File: src/rtl/m68k_bus_arbiter_if.sv
// Handshake bundle between the Pi transaction engine, the 68000 bus pins
// and the bus arbiter.
interface m68k_bus_arbiter_if;
  logic txn_req;
  logic txn_busy;
  logic M68K_BR_n;
  logic M68K_BGACK_n;
  logic M68K_AS_n;
  logic txn_grant;
  logic M68K_BG_n;
  logic bus_drive_en;
  logic grant_timeout;

  // Arbiter side: consumes requests and pin levels, produces grants.
  modport master (
    input  txn_req,
    input  txn_busy,
    input  M68K_BR_n,
    input  M68K_BGACK_n,
    input  M68K_AS_n,
    output txn_grant,
    output M68K_BG_n,
    output bus_drive_en,
    output grant_timeout
  );

  // Environment side: register interface, bus engine and external pins.
  modport slave (
    output txn_req,
    output txn_busy,
    output M68K_BR_n,
    output M68K_BGACK_n,
    output M68K_AS_n,
    input  txn_grant,
    input  M68K_BG_n,
    input  bus_drive_en,
    input  grant_timeout
  );
endinterface

File: src/rtl/m68k_bus_arbiter.sv
// 68000 bus ownership arbiter: Pi transaction engine versus external masters
// via BR/BG/BGACK, with a bounded Pi burst and an unacknowledged-grant timeout.
module m68k_bus_arbiter #(
  parameter int unsigned BR_FILT       = 2,
  parameter int unsigned MAX_PI_BURST  = 4,
  parameter int unsigned GRANT_TIMEOUT = 255
) (
  input logic                c200m,
  input logic                rst,
  m68k_bus_arbiter_if.master bus
);
  localparam int unsigned BR_CW   = $clog2(BR_FILT + 1);
  localparam int unsigned WAIT_CW = $clog2(GRANT_TIMEOUT + 1);
  localparam int unsigned BURST_W = 3;

  localparam logic [2:0] ST_IDLE     = 3'd0;
  localparam logic [2:0] ST_PI_START = 3'd1;
  localparam logic [2:0] ST_PI_RUN   = 3'd2;
  localparam logic [2:0] ST_GRANT    = 3'd3;
  localparam logic [2:0] ST_EXT      = 3'd4;

  logic [2:0]         state;
  logic [2:0]         state_nxt;
  logic               br_meta;
  logic               br_s;
  logic               bgack_meta;
  logic               bgack_s;
  logic               as_meta;
  logic               as_s;
  logic [BR_CW-1:0]   br_cnt;
  logic               br_valid;
  logic [BURST_W-1:0] pi_burst_cnt;
  logic [WAIT_CW-1:0] wait_cnt;
  logic               burst_at_max;
  logic               wait_done;
  logic               txn_done;
  logic               ext_entry;
  logic               timeout_nxt;

  assign burst_at_max = (pi_burst_cnt == BURST_W'(MAX_PI_BURST));
  assign wait_done    = (wait_cnt == WAIT_CW'(GRANT_TIMEOUT - 1));
  assign txn_done     = (state == ST_PI_RUN) && !bus.txn_busy;
  assign ext_entry    = (state == ST_GRANT) && (state_nxt == ST_EXT);

  // Two-flop synchronizers for the asynchronous bus pins; idle level is high.
  always_ff @(posedge c200m or posedge rst) begin
    if (rst) begin
      br_meta    <= 1'b1;
      br_s       <= 1'b1;
      bgack_meta <= 1'b1;
      bgack_s    <= 1'b1;
      as_meta    <= 1'b1;
      as_s       <= 1'b1;
    end else begin
      br_meta    <= bus.M68K_BR_n;
      br_s       <= br_meta;
      bgack_meta <= bus.M68K_BGACK_n;
      bgack_s    <= bgack_meta;
      as_meta    <= bus.M68K_AS_n;
      as_s       <= as_meta;
    end
  end

  // BR glitch filter: request is valid after BR_FILT consecutive low cycles.
  always_ff @(posedge c200m or posedge rst) begin
    if (rst) begin
      br_cnt   <= '0;
      br_valid <= 1'b0;
    end else if (br_s) begin
      br_cnt   <= '0;
      br_valid <= 1'b0;
    end else begin
      if (br_cnt != BR_CW'(BR_FILT)) br_cnt <= br_cnt + BR_CW'(1);
      if (br_cnt == BR_CW'(BR_FILT - 1)) br_valid <= 1'b1;
    end
  end

  // Back-to-back Pi transactions completed while an external request waits.
  always_ff @(posedge c200m or posedge rst) begin
    if (rst) begin
      pi_burst_cnt <= '0;
    end else if (ext_entry) begin
      pi_burst_cnt <= '0;
    end else if (txn_done) begin
      if (!br_valid)         pi_burst_cnt <= '0;
      else if (!burst_at_max) pi_burst_cnt <= pi_burst_cnt + BURST_W'(1);
    end
  end

  // Cycles spent in GRANT waiting for BGACK; zero in every other state.
  always_ff @(posedge c200m or posedge rst) begin
    if (rst) begin
      wait_cnt <= '0;
    end else if ((state == ST_GRANT) && (state_nxt == ST_GRANT)) begin
      wait_cnt <= wait_cnt + WAIT_CW'(1);
    end else begin
      wait_cnt <= '0;
    end
  end

  // Next-state logic; BR wins in IDLE only at the burst limit or with no Pi request.
  always_comb begin
    state_nxt   = state;
    timeout_nxt = 1'b0;
    case (state)
      ST_IDLE: begin
        if (br_valid && (!bus.txn_req || burst_at_max) && as_s) begin
          state_nxt = ST_GRANT;
        end else if (bus.txn_req && bgack_s) begin
          state_nxt = ST_PI_START;
        end
      end
      ST_PI_START: begin
        if (bus.txn_busy) state_nxt = ST_PI_RUN;
      end
      ST_PI_RUN: begin
        if (!bus.txn_busy) state_nxt = ST_IDLE;
      end
      ST_GRANT: begin
        if (!bgack_s && as_s) begin
          state_nxt = ST_EXT;
        end else if (wait_done) begin
          state_nxt   = ST_IDLE;
          timeout_nxt = 1'b1;
        end
      end
      ST_EXT: begin
        if (bgack_s) state_nxt = ST_IDLE;
      end
      default: state_nxt = ST_IDLE;
    endcase
  end

  // State and registered outputs, decoded from the state being entered.
  always_ff @(posedge c200m or posedge rst) begin
    if (rst) begin
      state             <= ST_IDLE;
      bus.txn_grant     <= 1'b0;
      bus.M68K_BG_n     <= 1'b1;
      bus.bus_drive_en  <= 1'b1;
      bus.grant_timeout <= 1'b0;
    end else begin
      state             <= state_nxt;
      bus.txn_grant     <= (state_nxt == ST_PI_START);
      bus.M68K_BG_n     <= (state_nxt != ST_GRANT);
      bus.bus_drive_en  <= (state_nxt == ST_IDLE) || (state_nxt == ST_PI_START) ||
                           (state_nxt == ST_PI_RUN);
      bus.grant_timeout <= timeout_nxt;
    end
  end
endmodule
File: src/flat_wrapper.sv
// flat-port wrapper written by rule: the top's interface ports become plain ports
module m68k_bus_arbiter_flat 
#(
  parameter int unsigned BR_FILT       = 2,
  parameter int unsigned MAX_PI_BURST  = 4,
  parameter int unsigned GRANT_TIMEOUT = 255
)
  (c200m, rst, bus_txn_req, bus_txn_busy, bus_M68K_BR_n, bus_M68K_BGACK_n, bus_M68K_AS_n, bus_txn_grant, bus_M68K_BG_n, bus_bus_drive_en, bus_grant_timeout);
  m68k_bus_arbiter_if bus_i ();
  input logic c200m;
  input logic rst;
  input wire logic [$bits(bus_i.txn_req)-1:0] bus_txn_req;
  input wire logic [$bits(bus_i.txn_busy)-1:0] bus_txn_busy;
  input wire logic [$bits(bus_i.M68K_BR_n)-1:0] bus_M68K_BR_n;
  input wire logic [$bits(bus_i.M68K_BGACK_n)-1:0] bus_M68K_BGACK_n;
  input wire logic [$bits(bus_i.M68K_AS_n)-1:0] bus_M68K_AS_n;
  output wire logic [$bits(bus_i.txn_grant)-1:0] bus_txn_grant;
  output wire logic [$bits(bus_i.M68K_BG_n)-1:0] bus_M68K_BG_n;
  output wire logic [$bits(bus_i.bus_drive_en)-1:0] bus_bus_drive_en;
  output wire logic [$bits(bus_i.grant_timeout)-1:0] bus_grant_timeout;
  assign bus_i.txn_req = bus_txn_req;
  assign bus_i.txn_busy = bus_txn_busy;
  assign bus_i.M68K_BR_n = bus_M68K_BR_n;
  assign bus_i.M68K_BGACK_n = bus_M68K_BGACK_n;
  assign bus_i.M68K_AS_n = bus_M68K_AS_n;
  assign bus_txn_grant = bus_i.txn_grant;
  assign bus_M68K_BG_n = bus_i.M68K_BG_n;
  assign bus_bus_drive_en = bus_i.bus_drive_en;
  assign bus_grant_timeout = bus_i.grant_timeout;
  m68k_bus_arbiter #(.BR_FILT(BR_FILT), .MAX_PI_BURST(MAX_PI_BURST), .GRANT_TIMEOUT(GRANT_TIMEOUT)) u_core (.c200m(c200m), .rst(rst), .bus(bus_i));
endmodule
File: config.mk
export PLATFORM = sky130hd
export DESIGN_NAME = m68k_bus_arbiter_flat
export DESIGN_NICKNAME = d
export VERILOG_FILES = /design/src/rtl/m68k_bus_arbiter_if.sv /design/src/rtl/m68k_bus_arbiter.sv /design/src/flat_wrapper.sv
export SDC_FILE = /design/constraint.sdc
export NUM_CORES = 1
export LEC_CHECK = 0
export BUFFER_PORTS_ARGS = -buffer_cell sky130_fd_sc_hd__clkbuf_2
export CAP_MARGIN = 10
export CORE_MARGIN = 2
export CORE_UTILIZATION = 30
export CTS_CLUSTER_DIAMETER = 200
export DETAILED_ROUTE_END_ITERATION = 8
export PLACE_DENSITY = 0.55
export SYNTH_ARGS = -nofsm -noshare
export SYNTH_HDL_FRONTEND = slang
export SYNTH_SLANG_ARGS = --single-unit
File: constraint.sdc
create_clock -name c200m -period 1.9 [get_ports c200m]
set_clock_uncertainty 0.1 [all_clocks]
set_input_delay 0.095 -clock c200m [delete_from_list [all_inputs] [get_ports c200m]]
set_output_delay 0.095 -clock c200m [all_outputs]
set_load 0.03 [all_outputs]
==> reports/qor.csv, run 1 <==
metric;value;unit
area_delta_synth_final;14.7;%
status;completed;
hold_depth;2;
stdcell_count;183;
overflow;0;
leakage;0.000623;uW
grt_pass1_vias;874;
r2r_slack;200;ps
top_layer;met4;
yosysUniqueCellTypes;37;
routedWlPerCell;12.1;um
final_util;36.1;%
num_vias;917;
coreArea;4030;um2
drive_above_1_share;20.3;%
finalHoldViolCount;0;
rr_startpoint;u_core.pi_burst_cnt[0];
cts_tree;built;
post-route-period-util;89.7;%
root_buffer;clkbuf_8;
start_kind;flip-flop;
dp_slack;220;ps
port_buffers;10;
hold_start;bus_txn_busy;
nets;147;
postRouteAntennaNets;0;
dp_cells;175;
antenna_found_initial;0;
grt_max_degree;28;
routed_wl;2220;um
clkTransAtPathRegs;90;ps
regToRegEndpoint;u_core.state[1];
met1_length;1010;um
final.setup.worst_slack;197;ps
avgSynthCellArea;10.9;um2
slew_violations;0;
wl_met3;84;um
grt_pass1_wl;3860;um
p_per_area;1050;nW/um2
final_common_cell;dfrtp_1;
end_kind;flip-flop;
worstSetupPathType;reg -> reg;
drtPass1Iterations;4;
clk_latency;270;ps
max_clock_freq;0.587;GHz
critPathArrivalTime;1760;ps
ios;11;
drv_cap;0;
tightestPinTransition;419;ps
syn-instance-count;116;
netlist_area;1270;um2
reg2reg_depth;5;
cts_num_sinks;27;
hpwl;1650;um
start_util;31.5;%
cp_data_required_time;1960;ps
holdPathEnd;u_core.state[1];
met2_length;1090;um
ir_drop;353;uV
finalSetupViolCount;0;
hold_class;in -> reg;
tns;0;ps
die_area;4770;um2
ys_warn_count;0;
gr-usage-all-layers;9.98;%
relSlewSlack;71.8;%
first_iter_violations;30;
rsz0062_at_grt;no;
place.gp.congestion;0.822;
ys_ff_latch;27;
antenna-diode-count;0;
final_cell_mix;19 x dfrtp_1, 11 x nor2_1, 10 x clkbuf_2;
rows;23;
n_fill_cell;421;
worst-path-max-fanout;5;
drc;0;
htreeDepth;1;
mappedNetlistNets;129;
finalCriticalPeriod;1700;ps
via_per_inst;5.01;
cts_resized;0;
synth_seq_area_share;54.0;%
cts_buffer_depth;2;
numCtsBuffers;3;
die_width;69.1;um
holdWs;53.7;ps
die_h;69.1;um
==> area by class of cell <==
cell class,count,area [um2],share of cell area (%)
Sequential cell,27,686,47.1
Multi-Input combinational cell,79,531,36.4
Timing Repair Buffer,16,105,7.22
Tap cell,50,62.6,4.30
Clock buffer,3,41.3,2.84
Inverter,7,26.3,1.80
Clock inverter,1,5.00,0.344
==> timing repair <==
action                                 in CTS  in global routing
endpoints found under the hold margin      22                  0
hold buffers                                4                  0
setup buffers                               0                  0
==> worst max-delay path by stage <==
| stage | slack, ps | to | start |
|---|---|---|---|
| floorplan | 330 | u_core.state[1] | u_core.pi_burst_cnt[0] |
| detailed placement | 220 | u_core.state[1] | u_core.pi_burst_cnt[1] |
| global route | 140 | u_core.state[1] | u_core.pi_burst_cnt[0] |
| CTS | 200 | u_core.state[1] | u_core.pi_burst_cnt[0] |
| finish | 200 | u_core.state[1] | u_core.pi_burst_cnt[0] |
| global placement | 260 | u_core.state[1] | u_core.pi_burst_cnt[0] |
==> cell usage after synthesis <==
master    count  share of area (%)
a211oi_1      1               0.59
a311o_1       1               0.79
o21ai_0       4                1.6
a21boi_0      1               0.59
nand2b_1      2               0.99
buf_2         1               0.39
xnor2_1       1               0.69
ha_1          6                5.9
or3b_1        1               0.69
buf_6         2                1.8
nand2_1       8                2.4
or3_1         2               0.99
inv_1         7                2.1
and3b_1       1               0.69
nor3_1        4                1.6
nor3_4        1                1.3
and4_1        1               0.69
xor2_1        3                2.1
or4b_1        2                1.6
dfrtp_1      19                 37
a41oi_1       1               0.69
or3_4         1               0.89
o21ai_1       1               0.39
and3_1        1               0.49
o211a_1       1               0.79
nor4b_2       1                1.2
a21oi_1       7                2.8
a311oi_1      1               0.69
dfstp_2       8                 17
o211ai_1      2                1.2
nor2b_1       1               0.49
nand4_1       5                2.5
o21a_1        1               0.59
nand4b_1      1               0.69
nor2_1       11                3.3
nand3_1       3                1.2
a31oi_1       2               0.99
==> worst max-delay path, stage by stage, from the launching register on <==
cell and delay [ps]:
dfrtp_1 380, inv_1 70, ha_1 240, a21boi_0 390, nor3_4 80, a311o_1 330
==> sequential cells by signal, indices dropped and copies added, names as in the netlist, 2 cells and up <==
signal,count
u_core.wait_cnt,8
u_core.pi_burst_cnt,3
u_core.state,3
u_core.br_cnt,2
==> kinds of logic (layout without fill, tap and decap cells) <==
| group | Yosys count | count (layout) | synth area share [%] |
|---|---|---|---|
| simple gates | 46 | 46 | 21.5 |
| compound gates | 23 | 23 | 11.6 |
| xor+xnor | 4 | 4 | 2.76 |
| buf+inv | 10 | 27 | 4.24 |
| fa+ha+maj | 6 | 6 | 5.91 |
| flops | 27 | 27 | 54.0 |
==> metrics by stage <==
stage               cell area [um2]  power [uW]
global placement               1370        1180
CTS                            1460        1550
detailed placement             1370        1220
global route                   1460        1650
floorplan                      1270        1140
finish                         1460        1530
==> where the power goes <==
group          internal, uW  leakage (uW)  switching (uW)
Sequential              684      0.000342             108
Clock                   147     0.0000255             173
Combinational           180      0.000256             237
==> layer usage <==
layer | GRT usage (%) | vias up
met5 | 0 | -
met2 | 15.6 | 15
li1 | - | 448
met3 | 2.78 | 4
met4 | 4.58 | 0
met1 | 12.8 | 450
Note: power is estimated with default switching activity, not from simulation.
==> run 2, diff against run 1 <==
Settings changed: CELL_PAD_IN_SITES_DETAIL_PLACEMENT set to 0, CELL_PAD_IN_SITES_GLOBAL_PLACEMENT set to 1, CORE_MARGIN 2 to 3, PLACE_DENSITY 0.55 to 0.63.
==> run 2 against run 1 <==
Effect of this change: cell area about the same; routed wire length decreased by 3.5%; largest power group unchanged; critical endpoint unchanged; die area increased by 5.9%; non-clock buffer count unchanged; sequential power is essentially flat; via count shrank 2.4%; critical path type unchanged; maximum frequency up 0.13%; register-to-register slack about the same.
==> reports/qor.csv, run 2 (same netlist as run 1, synthesis figures left out) <==
metric;value;unit
status;completed;
finalHoldViolCount;0;
cp_data_required_time;1950;ps
hpwl;1620;um
cts_num_sinks;27;
post-route-period-util;89.5;%
clkTransAtPathRegs;90;ps
grt_max_degree;28;
die_h;71.1;um
postRouteAntennaNets;0;
rsz0062_at_grt;no;
cts_tree;built;
nets;147;
post_cts_buffers;0;
max_clock_freq;0.588;GHz
top_register;u_core.wait_cnt;
die_width;71.1;um
leakage;0.000621;uW
p_per_area;1040;nW/um2
worst-path-max-fanout;5;
cts_resized;0;
port_buffers;10;
grt_pass1_vias;873;
ir_drop;354;uV
worstSetupPathType;reg -> reg;
drc;0;
area_delta_synth_final;14.6;%
die_area;5050;um2
first_iter_violations;62;
overflow;0;
clk_latency;260;ps
root_buffer;clkbuf_8;
antenna-diode-count;0;
gr-usage-all-layers;9.98;%
grt_pass1_wl;4020;um
antenna_found_initial;0;
drive_above_1_share;19.5;%
largest_reg_flops;8;
critPathArrivalTime;1750;ps
place.gp.congestion;0.799;
start_util;31.5;%
tns;0;ps
final_common_cell;dfrtp_1;
hold_class;in -> reg;
fin_area;1460;um2
tightestPinTransition;452;ps
drv_cap;0;
htreeDepth;1;
coreArea;4030;um2
finalSetupViolCount;0;
n_fill_cell;427;
largestRegisters;u_core.wait_cnt: 8 flops, u_core.pi_burst_cnt: 3 flops, u_core.state: 3 flops;
ios;11;
end_kind;flip-flop;
final_cell_mix;19 x dfrtp_1, 11 x nor2_1, 10 x clkbuf_2;
cts_buffer_depth;2;
holdWs;52.9;ps
num_vias;895;
rows;23;
finalCriticalPeriod;1700;ps
slew_violations;0;
via_per_inst;4.89;
numCtsBuffers;3;
relSlewSlack;69.6;%
start_kind;flip-flop;
drtPass1Iterations;4;
routed_wl;2140;um
routedWlPerCell;11.7;um
placed_cell_area;1370;um2
-- run 2: cell types whose count changed in the layout (fill, tap and decap cells not counted), sizes merged --
| cell | delta |
|---|---|
| clkinv | -1 |
| clkbuf | +1 |
-- run 2: final cells by class --
type                       count  area (um2)  share of cell area (%)
sequential                    27         686                    47.1
multi-input combinational     79         531                    36.5
timing repair buffer          16         105                    7.22
tap                           50        62.6                    4.30
clock buffer                   4        45.0                    3.10
inverter                       7        26.3                    1.81
-- run 2: per-layer routing --
layer | routed length [um] | share of wire [%] | GRT usage (%) | vias to the layer above
met2 | 1000 | 47 | 15.2 | 14
met5 | 0 | 0 | 0 | -
met1 | 1010 | 47 | 13.3 | 430
li1 | - | - | - | 447
met3 | 92 | 4.3 | 2.56 | 4
met4 | 35 | 1.6 | 4.59 | 0
-- run 2: final timing paths --
kind	startpoint	to	slack, ps	cells after the start
hold reg to reg	u_core.as_meta	u_core.as_s	260	0
min in group asynchronous	rst	u_core.br_cnt[1]	320	4
hold / removal	bus_txn_busy	u_core.state[1]	50	2
setup / recovery	u_core.pi_burst_cnt[0]	u_core.state[1]	200	5
max in group asynchronous	rst	u_core.bus.M68K_BG_n	1090	4
setup reg to reg	u_core.pi_burst_cnt[0]	u_core.state[1]	200	5
-- run 2: repair_timing --
action	CTS	global route
setup endpoints to repair	0	0
hold buffers	4	0
endpoints found under the hold margin	22	0
-- run 2: where the power goes --
group          switching, uW  internal (uW)  total (uW)
clock                    164            150         314
combinational            229            178         407
sequential               107            684         791
-- run 2: stage by stage --
stage,utilization (%),setup WS (ps),instances,power [uW]
after CTS,36.1,210,183,1550
after global routing,36.1,97.0,183,1650
final,36.1,199,183,1510
after detailed placement,34.0,228,175,1210
after floorplan,-,326,116,1140
after global placement,34.0,261,175,1190
-- run 2: critical path, cell delays in order, from the launching register on --
cell,delay (ps)
dfrtp_1,370
inv_1,70
ha_1,240
a21boi_0,410
nor3_4,70
a311o_1,330
==> run 3, diff against run 2 <==
Settings changed: CORE_UTILIZATION 30 to 40, PLACE_DENSITY 0.63 to 0.78.
Clock period 1.9 ns to 1.7 ns, I/O delays scaled along.
==> run 3 against run 2 <==
Effect of this change: maximum frequency grew 6.7%; first-iteration DRC count decreased by 42%; sequential share of layout area rose by 0.081 points; sequential cell count unchanged; worst hold slack worse by 4.6 ps; utilization up 14 points; critical path depth up 1; register-to-register slack worse by 90 ps.
==> reports/qor.csv, run 3 (same netlist as run 1, synthesis figures left out) <==
metric;value;unit
end_kind;flip-flop;
top_register;u_core.wait_cnt;
place.gp.congestion;0.762;
die_area;3890;um2
startpoint;u_core.pi_burst_cnt[1];
drc;0;
cp_data_required_time;1820;ps
finalCriticalPeriod;1600;ps
port_buffers;10;
htreeDepth;1;
final_cell_mix;19 x dfrtp_1, 11 x nor2_1, 10 x clkbuf_2;
r2r_slack;100;ps
start_util;43.8;%
critPathArrivalTime;1710;ps
root_buffer;clkbuf_4;
via_per_inst;5.11;
overflow;0;
num_vias;909;
drv_cap;0;
leakage;0.000630;uW
rsz0062_at_grt;no;
hpwl;1480;um
regToRegEndpoint;u_core.state[1];
ir_drop;480;uV
antenna_found_initial;0;
routed_wl;2070;um
relSlewSlack;74.2;%
cts_tree;built;
slew_violations;0;
clk_latency;320;ps
ios;11;
gr-usage-all-layers;11.6;%
routedWlPerCell;11.6;um
tns;0;ps
rows;19;
first_iter_violations;36;
die_h;62.3;um
clkTransAtPathRegs;140;ps
area_delta_synth_final;14.4;%
start_kind;flip-flop;
cts_num_sinks;27;
die_width;62.3;um
final_common_cell;dfrtp_1;
grt_pass1_vias;864;
worst-path-max-fanout;5;
grt_pass1_wl;3620;um
reg2reg_depth;6;
largest_reg_flops;8;
nets;150;
finalHoldViolCount;0;
rr_startpoint;u_core.pi_burst_cnt[1];
tightestPinTransition;385;ps
postRouteAntennaNets;0;
max_clock_freq;0.627;GHz
p_total;1630;uW
cts_buffer_depth;2;
numCtsBuffers;3;
hold_class;in -> reg;
finalSetupViolCount;0;
p_per_area;1120;nW/um2
grt_max_degree;28;
n_fill_cell;276;
crit_end;u_core.state[1];
antenna-diode-count;0;
largestRegisters;u_core.wait_cnt: 8 flops, u_core.pi_burst_cnt: 3 flops, u_core.state: 3 flops;
status;completed;
drive_above_1_share;21.3;%
drtPass1Iterations;4;
post-route-period-util;93.8;%
worstSetupPathType;reg -> reg;
coreArea;2900;um2
==> run 3: worst min-delay path by stage <==
stage	startpoint	to	slack (ps)	depth (start not counted)
after CTS	bus_txn_req	u_core.bus.txn_grant	30	4
after global placement	rst	u_core.br_cnt[1]	30	3
after detailed placement	rst	u_core.br_cnt[1]	40	3
after global routing	bus_txn_req	u_core.bus.txn_grant	40	4
final	bus_txn_req	u_core.bus.txn_grant	50	4
after floorplan	bus_M68K_AS_n	u_core.as_meta	-10	0
==> run 3: what timing repair did <==
item / CTS / global route
hold buffers: 5 / 0
endpoints found under the hold margin: 31 / 0
gates resized for setup: 0 / 0
endpoints found under the setup margin: 0 / 1
setup buffers: 0 / 1
==> run 3: cell type report <==
| type | instances | area [um2] | share of cell area (%) |
|---|---|---|---|
| Sequential cell | 27 | 686 | 47.2 |
| Multi-Input combinational cell | 79 | 531 | 36.5 |
| Inverter | 7 | 26.3 | 1.81 |
| Clock inverter | 1 | 5.00 | 0.345 |
| Timing Repair Buffer | 19 | 130 | 8.96 |
| Tap cell | 42 | 52.6 | 3.62 |
| Clock buffer | 3 | 22.5 | 1.55 |
==> run 3: through the flow <==
step	util [%]	area (um2)	hold WS (ps)	setup WS [ps]	cells
finish	50.1	1450	48.3	105	178
global route	50.1	1450	36.0	9.19	178
CTS	49.8	1450	32.0	100	177
detailed placement	47.2	1370	40.8	130	168
global placement	47.2	1370	34.4	173	168
floorplan	-	1270	-10.5	126	116
==> run 3: where the power goes <==
group / switching, uW / internal [uW] / total [uW]
combinational: 262 / 219 / 481
sequential: 115 / 764 / 879
clock: 180 / 88.1 / 269
total: 558 / 1070 / 1630
==> run 3: worst max-delay path, stage by stage (launching register included) <==
cell      delay (ps)
dfrtp_1          420
inv_1             60
ha_1             230
a21boi_0         190
buf_4            150
nor3_4            40
a311o_1          310
==> run 3: routing by layer <==
layer,share of wire (%),up-vias,GRT usage (%)
met5,0,-,0
met2,47,9,18.1
met1,49,442,15.0
met4,1.1,0,6.06
met3,2.1,2,2.70
li1,-,456,-
